==> config.mk <==
export PLATFORM = sky130hd
export DESIGN_NAME = interrupt_controller_flat
export DESIGN_NICKNAME = d
export VERILOG_FILES = /design/src/rtl/interrupt_controller_if.sv /design/src/rtl/interrupt_controller.sv /design/src/flat_wrapper.sv
export SDC_FILE = /design/constraint.sdc
export NUM_CORES = 1
export LEC_CHECK = 0
export BUFFER_PORTS_ARGS = -buffer_cell sky130_fd_sc_hd__buf_4
export CAP_MARGIN = 15
export CELL_PAD_IN_SITES_DETAIL_PLACEMENT = 1
export CELL_PAD_IN_SITES_GLOBAL_PLACEMENT = 1
export CORE_MARGIN = 10
export CORE_UTILIZATION = 40
export DETAILED_ROUTE_END_ITERATION = 16
export PLACE_DENSITY = 0.77
export SLEW_MARGIN = 20
export SYNTH_ARGS = -nofsm -noshare
export SYNTH_HDL_FRONTEND = slang
export SYNTH_SLANG_ARGS = --single-unit
==> constraint.sdc <==
create_clock -name CLK -period 1.6 [get_ports CLK]
set_input_delay 0.16 -clock CLK [delete_from_list [all_inputs] [get_ports CLK]]
set_output_delay 0.16 -clock CLK [all_outputs]
set_load 0.02 [all_outputs]
==> src/rtl/interrupt_controller_if.sv <==
// Processor-side bundle of the interrupt controller: source lines, mask write
// port, request/acknowledge/end-of-service handshake and status mirrors.
interface interrupt_controller_if #(
    parameter int N_SRC = 4,
    parameter int ID_W  = 2
);
    // Handshake: IRQ rises with IntID valid and stays up until the processor
    // answers with Ack (IRQ & Ack = request taken); InService then stays high
    // until Done, and IRQ is low for at least one cycle before the next request.
    logic [N_SRC-1:0] Sw;
    logic             Write;
    logic [N_SRC-1:0] WData;
    logic             Ack;
    logic             Done;
    logic             IRQ;
    logic [ID_W-1:0]  IntID;
    logic             InService;
    logic [N_SRC-1:0] Pending;
    logic [N_SRC-1:0] Overrun;
    logic [N_SRC-1:0] Mask;

    modport master (
        output Sw, Write, WData, Ack, Done,
        input  IRQ, IntID, InService, Pending, Overrun, Mask
    );

    modport slave (
        input  Sw, Write, WData, Ack, Done,
        output IRQ, IntID, InService, Pending, Overrun, Mask
    );
endinterface

==> src/rtl/interrupt_controller.sv <==
// Priority interrupt controller: synchronised rising-edge source detection,
// pending/overrun tracking, enable mask and a one-deep REQ/SERVICE handshake.
module interrupt_controller #(
    parameter int               N_SRC    = 4,
    parameter int               ID_W     = 2,
    parameter logic [N_SRC-1:0] MASK_RST = '1
) (
    input  logic                 CLK,
    input  logic                 CLR,
    interrupt_controller_if.slave bus,
    output logic [1:0]           dbg_state
);
    typedef enum logic [1:0] {
        IDLE    = 2'd0,
        REQ     = 2'd1,
        SERVICE = 2'd2
    } state_e;

    state_e           state_q, state_d;
    logic [N_SRC-1:0] s1_q, s1_d, s2_q, s2_d, h_q, h_d;
    logic [N_SRC-1:0] pending_q, pending_d;
    logic [N_SRC-1:0] overrun_q, overrun_d;
    logic [N_SRC-1:0] mask_q, mask_d;
    logic [ID_W-1:0]  id_q, id_d;
    logic             irq_q, irq_d;
    logic             insvc_q, insvc_d;

    logic [N_SRC-1:0] evt;
    logic [N_SRC-1:0] req_vec;
    logic [N_SRC-1:0] clr_vec;
    logic [ID_W-1:0]  pick;

    assign evt     = s2_q & ~h_q;
    assign req_vec = pending_q & mask_q;

    // Scan from the top down so the lowest requesting index is the last write.
    always_comb begin
        pick = '0;
        for (int i = N_SRC - 1; i >= 0; i--) begin
            if (req_vec[i]) pick = ID_W'(i);
        end
    end

    always_comb begin
        s1_d    = bus.Sw;
        s2_d    = s1_q;
        h_d     = s2_q;
        state_d = state_q;
        id_d    = id_q;
        clr_vec = '0;
        case (state_q)
            IDLE: begin
                if (|req_vec) begin
                    state_d = REQ;
                    id_d    = pick;
                end
            end
            REQ: begin
                if (bus.Ack) begin
                    state_d = SERVICE;
                    for (int i = 0; i < N_SRC; i++) begin
                        if (id_q == ID_W'(i)) clr_vec[i] = 1'b1;
                    end
                end
            end
            SERVICE: begin
                if (bus.Done) state_d = IDLE;
            end
            default: state_d = IDLE;
        endcase

        // A fresh event beats the Ack-clear of the same source and is not an overrun.
        pending_d = (pending_q & ~clr_vec) | evt;
        overrun_d = bus.Write ? '0 : (overrun_q | (evt & pending_q & ~clr_vec));
        mask_d    = bus.Write ? bus.WData : mask_q;
        irq_d     = (state_d == REQ);
        insvc_d   = (state_d == SERVICE);
    end

    always_ff @(posedge CLK or negedge CLR) begin
        if (!CLR) begin
            state_q   <= IDLE;
            s1_q      <= '0;
            s2_q      <= '0;
            h_q       <= '0;
            pending_q <= '0;
            overrun_q <= '0;
            mask_q    <= MASK_RST;
            id_q      <= '0;
            irq_q     <= 1'b0;
            insvc_q   <= 1'b0;
        end else begin
            state_q   <= state_d;
            s1_q      <= s1_d;
            s2_q      <= s2_d;
            h_q       <= h_d;
            pending_q <= pending_d;
            overrun_q <= overrun_d;
            mask_q    <= mask_d;
            id_q      <= id_d;
            irq_q     <= irq_d;
            insvc_q   <= insvc_d;
        end
    end

    assign bus.IRQ       = irq_q;
    assign bus.IntID     = id_q;
    assign bus.InService = insvc_q;
    assign bus.Pending   = pending_q;
    assign bus.Overrun   = overrun_q;
    assign bus.Mask      = mask_q;
    assign dbg_state     = state_q;
endmodule
==> src/flat_wrapper.sv <==
// flat-port wrapper written by rule: the top's interface ports become plain ports
module interrupt_controller_flat 
#(
    parameter int               N_SRC    = 4,
    parameter int               ID_W     = 2,
    parameter logic [N_SRC-1:0] MASK_RST = '1
)
  (CLK, CLR, dbg_state, bus_Sw, bus_Write, bus_WData, bus_Ack, bus_Done, bus_IRQ, bus_IntID, bus_InService, bus_Pending, bus_Overrun, bus_Mask);
  interrupt_controller_if #(.N_SRC(N_SRC), .ID_W(ID_W)) bus_i ();
  input  logic CLK;
  input  logic CLR;
  output logic [1:0] dbg_state;
  input wire logic [$bits(bus_i.Sw)-1:0] bus_Sw;
  input wire logic [$bits(bus_i.Write)-1:0] bus_Write;
  input wire logic [$bits(bus_i.WData)-1:0] bus_WData;
  input wire logic [$bits(bus_i.Ack)-1:0] bus_Ack;
  input wire logic [$bits(bus_i.Done)-1:0] bus_Done;
  output wire logic [$bits(bus_i.IRQ)-1:0] bus_IRQ;
  output wire logic [$bits(bus_i.IntID)-1:0] bus_IntID;
  output wire logic [$bits(bus_i.InService)-1:0] bus_InService;
  output wire logic [$bits(bus_i.Pending)-1:0] bus_Pending;
  output wire logic [$bits(bus_i.Overrun)-1:0] bus_Overrun;
  output wire logic [$bits(bus_i.Mask)-1:0] bus_Mask;
  assign bus_i.Sw = bus_Sw;
  assign bus_i.Write = bus_Write;
  assign bus_i.WData = bus_WData;
  assign bus_i.Ack = bus_Ack;
  assign bus_i.Done = bus_Done;
  assign bus_IRQ = bus_i.IRQ;
  assign bus_IntID = bus_i.IntID;
  assign bus_InService = bus_i.InService;
  assign bus_Pending = bus_i.Pending;
  assign bus_Overrun = bus_i.Overrun;
  assign bus_Mask = bus_i.Mask;
  interrupt_controller #(.N_SRC(N_SRC), .ID_W(ID_W), .MASK_RST(MASK_RST)) u_core (.CLK(CLK), .CLR(CLR), .bus(bus_i), .dbg_state(dbg_state));
endmodule
* Yosys cells after proc, flatten, opt, wreduce, memory -nomap -nowiden
Cells that the tools add are included.
** Storage, ports and cells
- Logic and storage cells :: 45
- Bits in registers :: 30
** Operators by class
- Mux-type cells :: 15
- Bitwise operators :: 9
- Reduce and logical (&&, ||, !) cells :: 4
- Equality and inequality tests :: 7
** Operator list (count)
- $and 4x4->4 :: 5
- $mux 2 :: 7
- $mux 4 :: 3
- $eq 2x2->1 const B :: 4
- $not 4->4 :: 2
- $or 4x4->4 :: 2
- $eq 2x1->1 const B :: 3
- $pmux 2 s3 :: 1
- $logic_not 2->1 :: 2
- $mux 1 :: 4
- $reduce_or 4->1 :: 1
- $reduce_and 2->1 :: 1

* Longest topological paths before layout
Gate-level depths: netlist of the first run.
- Depth in word-level cells :: 8
- Depth in mapped cells :: 3
- Gate-level depth less buffers :: 3

* Worst setup path after synthesis of the first run
No wires, ideal clock.
- Kind :: flip-flop to flip-flop
- Start point :: reg u_core.state_q[1] (netlist: u_core.dbg_state[1])
- End point :: reg u_core.overrun_q[0] (netlist: u_core.bus.Overrun[0])
- Cell stages (with the launch flop) :: 4
- Path slack :: 380 ps
- Data arrival time :: 1092 ps
- Setup time :: 128 ps
- Period minus slack after synthesis :: 1220 ps
- Data required time :: 1472 ps
- Cells stage by stage :: dfrtp_1 nand3b_2 o311ai_2 a21oi_1
** Between the ends
- Word-level cells in the longest chain between the ends :: 6
** Ends and longest elaborated chain
- start, declared :: line interrupt_controller.sv:19 : state_e state_q, state_d;
- start signal, assigned :: line interrupt_controller.sv:93 : state_q <= state_d;
- $eq 2x1->1 :: line interrupt_controller.sv:51 : case (state_q)
- $mux 4 :: line interrupt_controller.sv:51
- $not 4->4 :: line interrupt_controller.sv:74 : overrun_d = bus.Write ? '0 : (overrun_q | (evt & pending_q & ~clr_vec));
- $and 4x4->4 :: line interrupt_controller.sv:74
- $or 4x4->4 :: line interrupt_controller.sv:74
- $mux 4 :: line interrupt_controller.sv:74
- named net u_core.overrun_d[0] :: line interrupt_controller.sv:22 : logic [N_SRC-1:0] overrun_q, overrun_d;
- end signal, assigned :: line interrupt_controller.sv:98 : overrun_q <= overrun_d;
- end, declared :: line interrupt_controller.sv:22
The timed path passes the listed nets, and every way through them passes these cells.
A chain may end at the register's enable or synchronous reset.

* Worst setup path in the final report of the first run
Same ends and word-level chain as after synthesis.

==> results.json, run 1 <==
{
  "outcome": "complete, no violations",
  "worstPathRequired_ns": 1.81,
  "gp_congestion": 0.7437,
  "hold_start": "bus_WData[1]",
  "die-width_um": 72.41,
  "area_growth_pct": 33.37,
  "die_h_um": 72.41,
  "fmax_ghz": 0.8278,
  "final_common_cell": "buf_4",
  "ys_ff_latch": 30,
  "path_max_fanout": 7,
  "hold_viol": 0,
  "synthCells": 81,
  "core.rowCount": 18,
  "cts.repair.resized": 0,
  "ys_types": 24,
  "die-area_mm2": 0.005242,
  "clk_path_buf_depth": 2,
  "grt_max_degree": 31,
  "r2r_slack_ns": 0.39,
  "syn_area_mm2": 0.001099,
  "grt_first_pass_wirelength_um": 4340,
  "min_period_over_period": 0.7550,
  "clkTransAtPathRegs_ns": 0.09,
  "track_usage": 0.1100,
  "rr_startpoint": "u_core.dbg_state[1]$_DFF_PN0_",
  "cts_tree": "yes",
  "globalRouteOverflowTotal": 0,
  "antenna_left": 0,
  "hpwlAfterDp_um": 1983,
  "cts_sinks": 30,
  "power_leakage_nw": 0.6753,
  "wl_per_cell_um": 17.42,
  "drt_iter0_markers": 33,
  "cts_buffers": 5,
  "start_kind": "flop",
  "final.setup.tns_ns": 0,
  "cp_slowest_cell": "dfrtp_1",
  "tightest_slew_ns": 0.3763,
  "layout-drive-gt1-share": 0.3902,
  "ioPinCount": 31,
  "timing.rr.end": "u_core.bus.Overrun[0]$_DFF_PN0_",
  "grt_pass1_vias": 887,
  "root_buffer": "clkbuf_4",
  "cap_violations": 0,
  "ys_top_cells_by_area": "dfrtp_1, dfstp_2, mux2_2",
  "antenna_found_initial": 0,
  "diodes": 0,
  "port_buffers": 30,
  "synth_area_per_cell_um2": 13.56,
  "path_cells": "nand3b_2, o311ai_2, a21oi_1",
  "start_util": 0.4317,
  "hold_slack_ns": 0.06070,
  "vias": 798,
  "crit_type": "flop to flop",
  "critPathMaxStageDelay_ns": 0.46,
  "worstRegToRegCells": 3,
  "synth_top_area_cell": "dfrtp_1",
  "htreeDepth": 2,
  "yosys_warnings": 0,
  "final_cell_mix": "buf_4, dfrtp_1, inv_1, a21oi_1",
  "critPathTopFamily": "flip-flops",
  "hold_path_class": "primary input to flop",
  "synth_edf_count": 0,
  "powerDensity_mw_per_mm2": 1638,
  "fp.coreArea_mm2": 0.002545,
  "min_to": "u_core.bus.Mask[1]$_DFFE_PN1P_",
  "synthFlopType": "dfrtp_1",
  "yosysTopAreaCellShare": 0.5923,
  "irDropWorstVdd_uv": 985.1,
  "slew_headroom": 0.7492,
  "cp.arrival_ns": 1.42,
  "period_minus_slack_ns": 1.208,
  "setup_viol": 0,
  "hold_depth": 2,
  "via_per_inst": 5.216,
  "async_flop_share": 1.000,
  "fin_nets": 135,
  "ys_seq_area_frac": 0.6879,
  "final-max-slew-violation-count": 0,
  "fin_skew_ns": 0.007742,
  "routed_wirelength_um": 2666,
  "syn_nets": 94,
  "endpoint_kind": "flop",
  "drc_errors": 0,
  "clk_latency_ns": 0.33,
  "cp_num_buf_inv": 0,
  "rsz0062_at_grt": "false",
  "firstDrtPassIters": 4
}
==> through the flow <==
step                cell area (um^2)    util  power [mW]  worst slack, ns  std cells
global route                    1465  0.5757       2.586           0.2853        153
CTS                             1465  0.5757       2.444           0.3811        153
floorplan                       1099       -       1.563           0.3800         81
finish                          1465  0.5757       2.400           0.3920        153
detailed placement              1356  0.5329       1.957           0.3976        140
global placement                1356  0.5329       1.919           0.4241        140
==> worst max path at each step <==
stage / startpoint / to / slack (ns) / depth (start not counted)
final: u_core.dbg_state[1]$_DFF_PN0_ / u_core.bus.Overrun[0]$_DFF_PN0_ / 0.39 / 3
after global routing: u_core.dbg_state[1]$_DFF_PN0_ / u_core.bus.Pending[3]$_DFF_PN0_ / 0.29 / 3
after detailed placement: u_core.dbg_state[1]$_DFF_PN0_ / u_core.bus.Overrun[0]$_DFF_PN0_ / 0.40 / 3
after global placement: u_core.bus.Mask[2]$_DFFE_PN1P_ / u_core.bus.IntID[1]$_DFFE_PN0P_ / 0.42 / 3
after floorplan: u_core.dbg_state[1]$_DFF_PN0_ / u_core.bus.Overrun[0]$_DFF_PN0_ / 0.38 / 3
after CTS: u_core.bus.Mask[3]$_DFFE_PN1P_ / bus_Mask[3] / 0.38 / 1
==> cell families (layout without fill, tap and decap cells) <==
kind of cell | after synthesis | after routing | synth area share
AOI/OAI and AO/OA | 23 | 23 | 0.1526
muxes | 5 | 5 | 0.05011
DFF | 30 | 30 | 0.6879
buffers and inverters | 10 | 52 | 0.03530
and+or+nand+nor | 13 | 13 | 0.07403
==> synth_stat cells, drive strengths merged (2+ instances only) <==
library cell,count
a211o,2
a21oi,6
dfrtp,26
dfstp,4
inv,9
mux2,4
nand2,3
nand2b,3
nor2b,2
o2111ai,2
o21ai,6
o311ai,2
o31ai,2
==> report_power, final <==
group          internal, mW  switching [mW]
Clock                 0.217           0.253
Sequential            0.922           0.188
Combinational         0.372           0.448
Total                  1.51           0.890
==> layout make-up <==
class                   instances  area (um^2)
well taps                      30        37.54
clock buffers                   8        58.81
fillers                       285         1080
flip-flops and latches         30        755.7
repair buffers                 35        275.3
inverters                       9        33.78
multi-input cells              41        304.0
==> sequential cells by signal, indices dropped and copies added (netlist names) <==
name	count
u_core.bus.Pending	4
u_core.s1_q	4
u_core.h_q	4
u_core.bus.InService	1
u_core.dbg_state	2
u_core.bus.Overrun	4
u_core.h_d	4
u_core.bus.Mask	4
u_core.bus.IRQ	1
u_core.bus.IntID	2
==> metal layers <==
| metal | GRT usage | part of all wire | wire [um] |
|---|---|---|---|
| met2 | 0.1769 | 0.48 | 1274 |
| met4 | 0.05696 | 0.025 | 66 |
| met5 | 0 | 0 | 0 |
| met3 | 0.06803 | 0.096 | 256 |
| met1 | 0.1085 | 0.40 | 1069 |
==> repair_timing <==
item | CTS | global route
hold buffers | 5 | 0
buffers inserted | 0 | 0
endpoints found under the hold margin | 30 | 0
endpoints found under the setup margin | 0 | 0
Note: power is estimated with default switching activity, not from simulation.
==> run 2: changes to the inputs <==
CORE_UTILIZATION = 39   (was 40)
PLACE_DENSITY = 0.76   (was 0.77)
clock period = 1.3 ns   (was 1.6 ns; I/O delays follow)
==> run 2 against run 1 <==
Global-route usage rose by 0.10 points. Worst setup slack got worse by 0.33 ns. Core utilization fell by 2.6 points. Clock skew rose by 0.0033 ns. Critical path type is now flop to output port. Highest routed layer unchanged. Critical endpoint is now bus_IntID[0]. Cell count rose by 3.3%. Sequential power rose by 19%. Clock power rose by 21%. Sequential share of layout area fell by 1.3 points. Largest cell class unchanged.
==> results.json, run 2 (synthesis results as in run 1) <==
{
  "gp_congestion": 0.7235,
  "die-area_mm2": 0.005340,
  "final_cell_mix": "buf_4, dfrtp_1, inv_1, a21oi_1",
  "hold_start": "bus_WData[0]",
  "slew_headroom": 0.7459,
  "rsz0062_at_grt": "false",
  "grt_max_degree": 31,
  "fillers": 298,
  "grt_pass1_vias": 952,
  "antenna_left": 0,
  "powerDensity_mw_per_mm2": 2040,
  "final-max-slew-violation-count": 0,
  "hpwlAfterDp_um": 1988,
  "hold_viol": 0,
  "die-width_um": 73.08,
  "fin_skew_ns": 0.01106,
  "hold_path_class": "primary input to flop",
  "cts_tree": "yes",
  "ioPinCount": 31,
  "htreeDepth": 2,
  "tightest_slew_ns": 0.3812,
  "via_per_inst": 5.278,
  "antenna_found_initial": 0,
  "cts_sinks": 30,
  "routed_wirelength_um": 2710,
  "cts_buffers": 5,
  "start_kind": "flop",
  "grt_first_pass_wirelength_um": 4498,
  "start_util": 0.4018,
  "rr_startpoint": "u_core.dbg_state[1]$_DFF_PN0_",
  "track_usage": 0.1110,
  "area_growth_pct": 36.79,
  "vias": 834,
  "period_minus_slack_ns": 1.237,
  "crit_type": "flop to output port",
  "setup_viol": 0,
  "path_max_fanout": 6,
  "root_buffer": "clkbuf_4",
  "firstDrtPassIters": 4,
  "clk_latency_ns": 0.33,
  "layout-drive-gt1-share": 0.4252,
  "port_buffers": 30,
  "drt_iter0_markers": 39,
  "worstPathRequired_ns": 1.17,
  "drc_errors": 0,
  "globalRouteOverflowTotal": 0,
  "final.setup.tns_ns": 0,
  "diodes": 0,
  "endpoint_kind": "output port",
  "fp.coreArea_mm2": 0.002734,
  "total_power_mw": 3.066,
  "clkTransAtPathRegs_ns": 0.09,
  "clk_path_buf_depth": 2,
  "fmax_ghz": 0.8081,
  "cp-startpoint": "u_core.bus.IntID[0]$_DFFE_PN0P_",
  "final_common_cell": "buf_4",
  "core.rowCount": 19,
  "outcome": "complete, no violations",
  "postCtsSetupBuffers": 0,
  "wl_per_cell_um": 17.15,
  "cap_violations": 0,
  "die_h_um": 73.08,
  "min_period_over_period": 0.9519,
  "power_leakage_nw": 0.6984,
  "fin_nets": 139,
  "irDropWorstVdd_uv": 1299,
  "cp.arrival_ns": 1.11
}
[run 2: power breakdown]
part           total, mW  switching [mW]  internal (mW)
Combinational       1.18           0.650          0.528
Sequential          1.32           0.182           1.13
Clock              0.571           0.310          0.262
[run 2: repair_timing]
action                                  CTS  global route
hold endpoints to repair                 30             0
endpoints found under the setup margin    0             1
gates resized for setup                   0             1
hold buffers                              5             0
[run 2: path summary, 6_finish.rpt]
check | end | slack (ns) | cells after the start
setup / recovery | bus_IntID[0] | 0.06 | 2
hold / removal | u_core.bus.Mask[0]$_DFFE_PN1P_ | 0.03 | 2
setup reg to reg | u_core.bus.Pending[0]$_DFF_PN0_ | 0.07 | 3
hold reg to reg | u_core.h_d[1]$_DFF_PN0_ | 0.35 | 0
max in group asynchronous | u_core.bus.Mask[1]$_DFFE_PN1P_ | 0.73 | 2
min in group asynchronous | u_core.bus.InService$_DFF_PN0_ | 0.26 | 2
[run 2: stage by stage]
step                        util  setup WS, ns  std cells  hold slack [ns]  area (um^2)
after global routing      0.5497     0.0009331        158          0.01028         1503
after global placement    0.5076        0.1365        145          0.06866         1388
after CTS                 0.5478       0.04849        158          0.01555         1498
after detailed placement  0.5076       0.08201        145          0.07546         1388
after floorplan                -       0.08005         81          -0.1656         1099
final                     0.5497       0.06254        158          0.02917         1503
[run 2: worst max-delay path, cell delays in order, from the launching register on]
cell     delay [ns]
dfrtp_1        0.45
buf_4          0.18
buf_4          0.15
[run 2: cell type report]
class / instances / area, um^2 / share of cell area
Timing Repair Buffer: 39 / 305.3 / 0.2032
Multi-Input combinational cell: 41 / 309.0 / 0.2057
Tap cell: 31 / 38.79 / 0.02581
Clock buffer: 7 / 55.05 / 0.03664
Sequential cell: 30 / 755.7 / 0.5029
Inverter: 9 / 33.78 / 0.02248
Clock inverter: 1 / 5.005 / 0.003331
[run 2: routing by layer]
layer  track usage  vias to the layer above  wire (um)
met5             0                        -          0
met4       0.05485                        0         39
met3       0.06122                        5        198
met2        0.1729                       29       1342
met1        0.1186                      425       1130
li1              -                      375          -
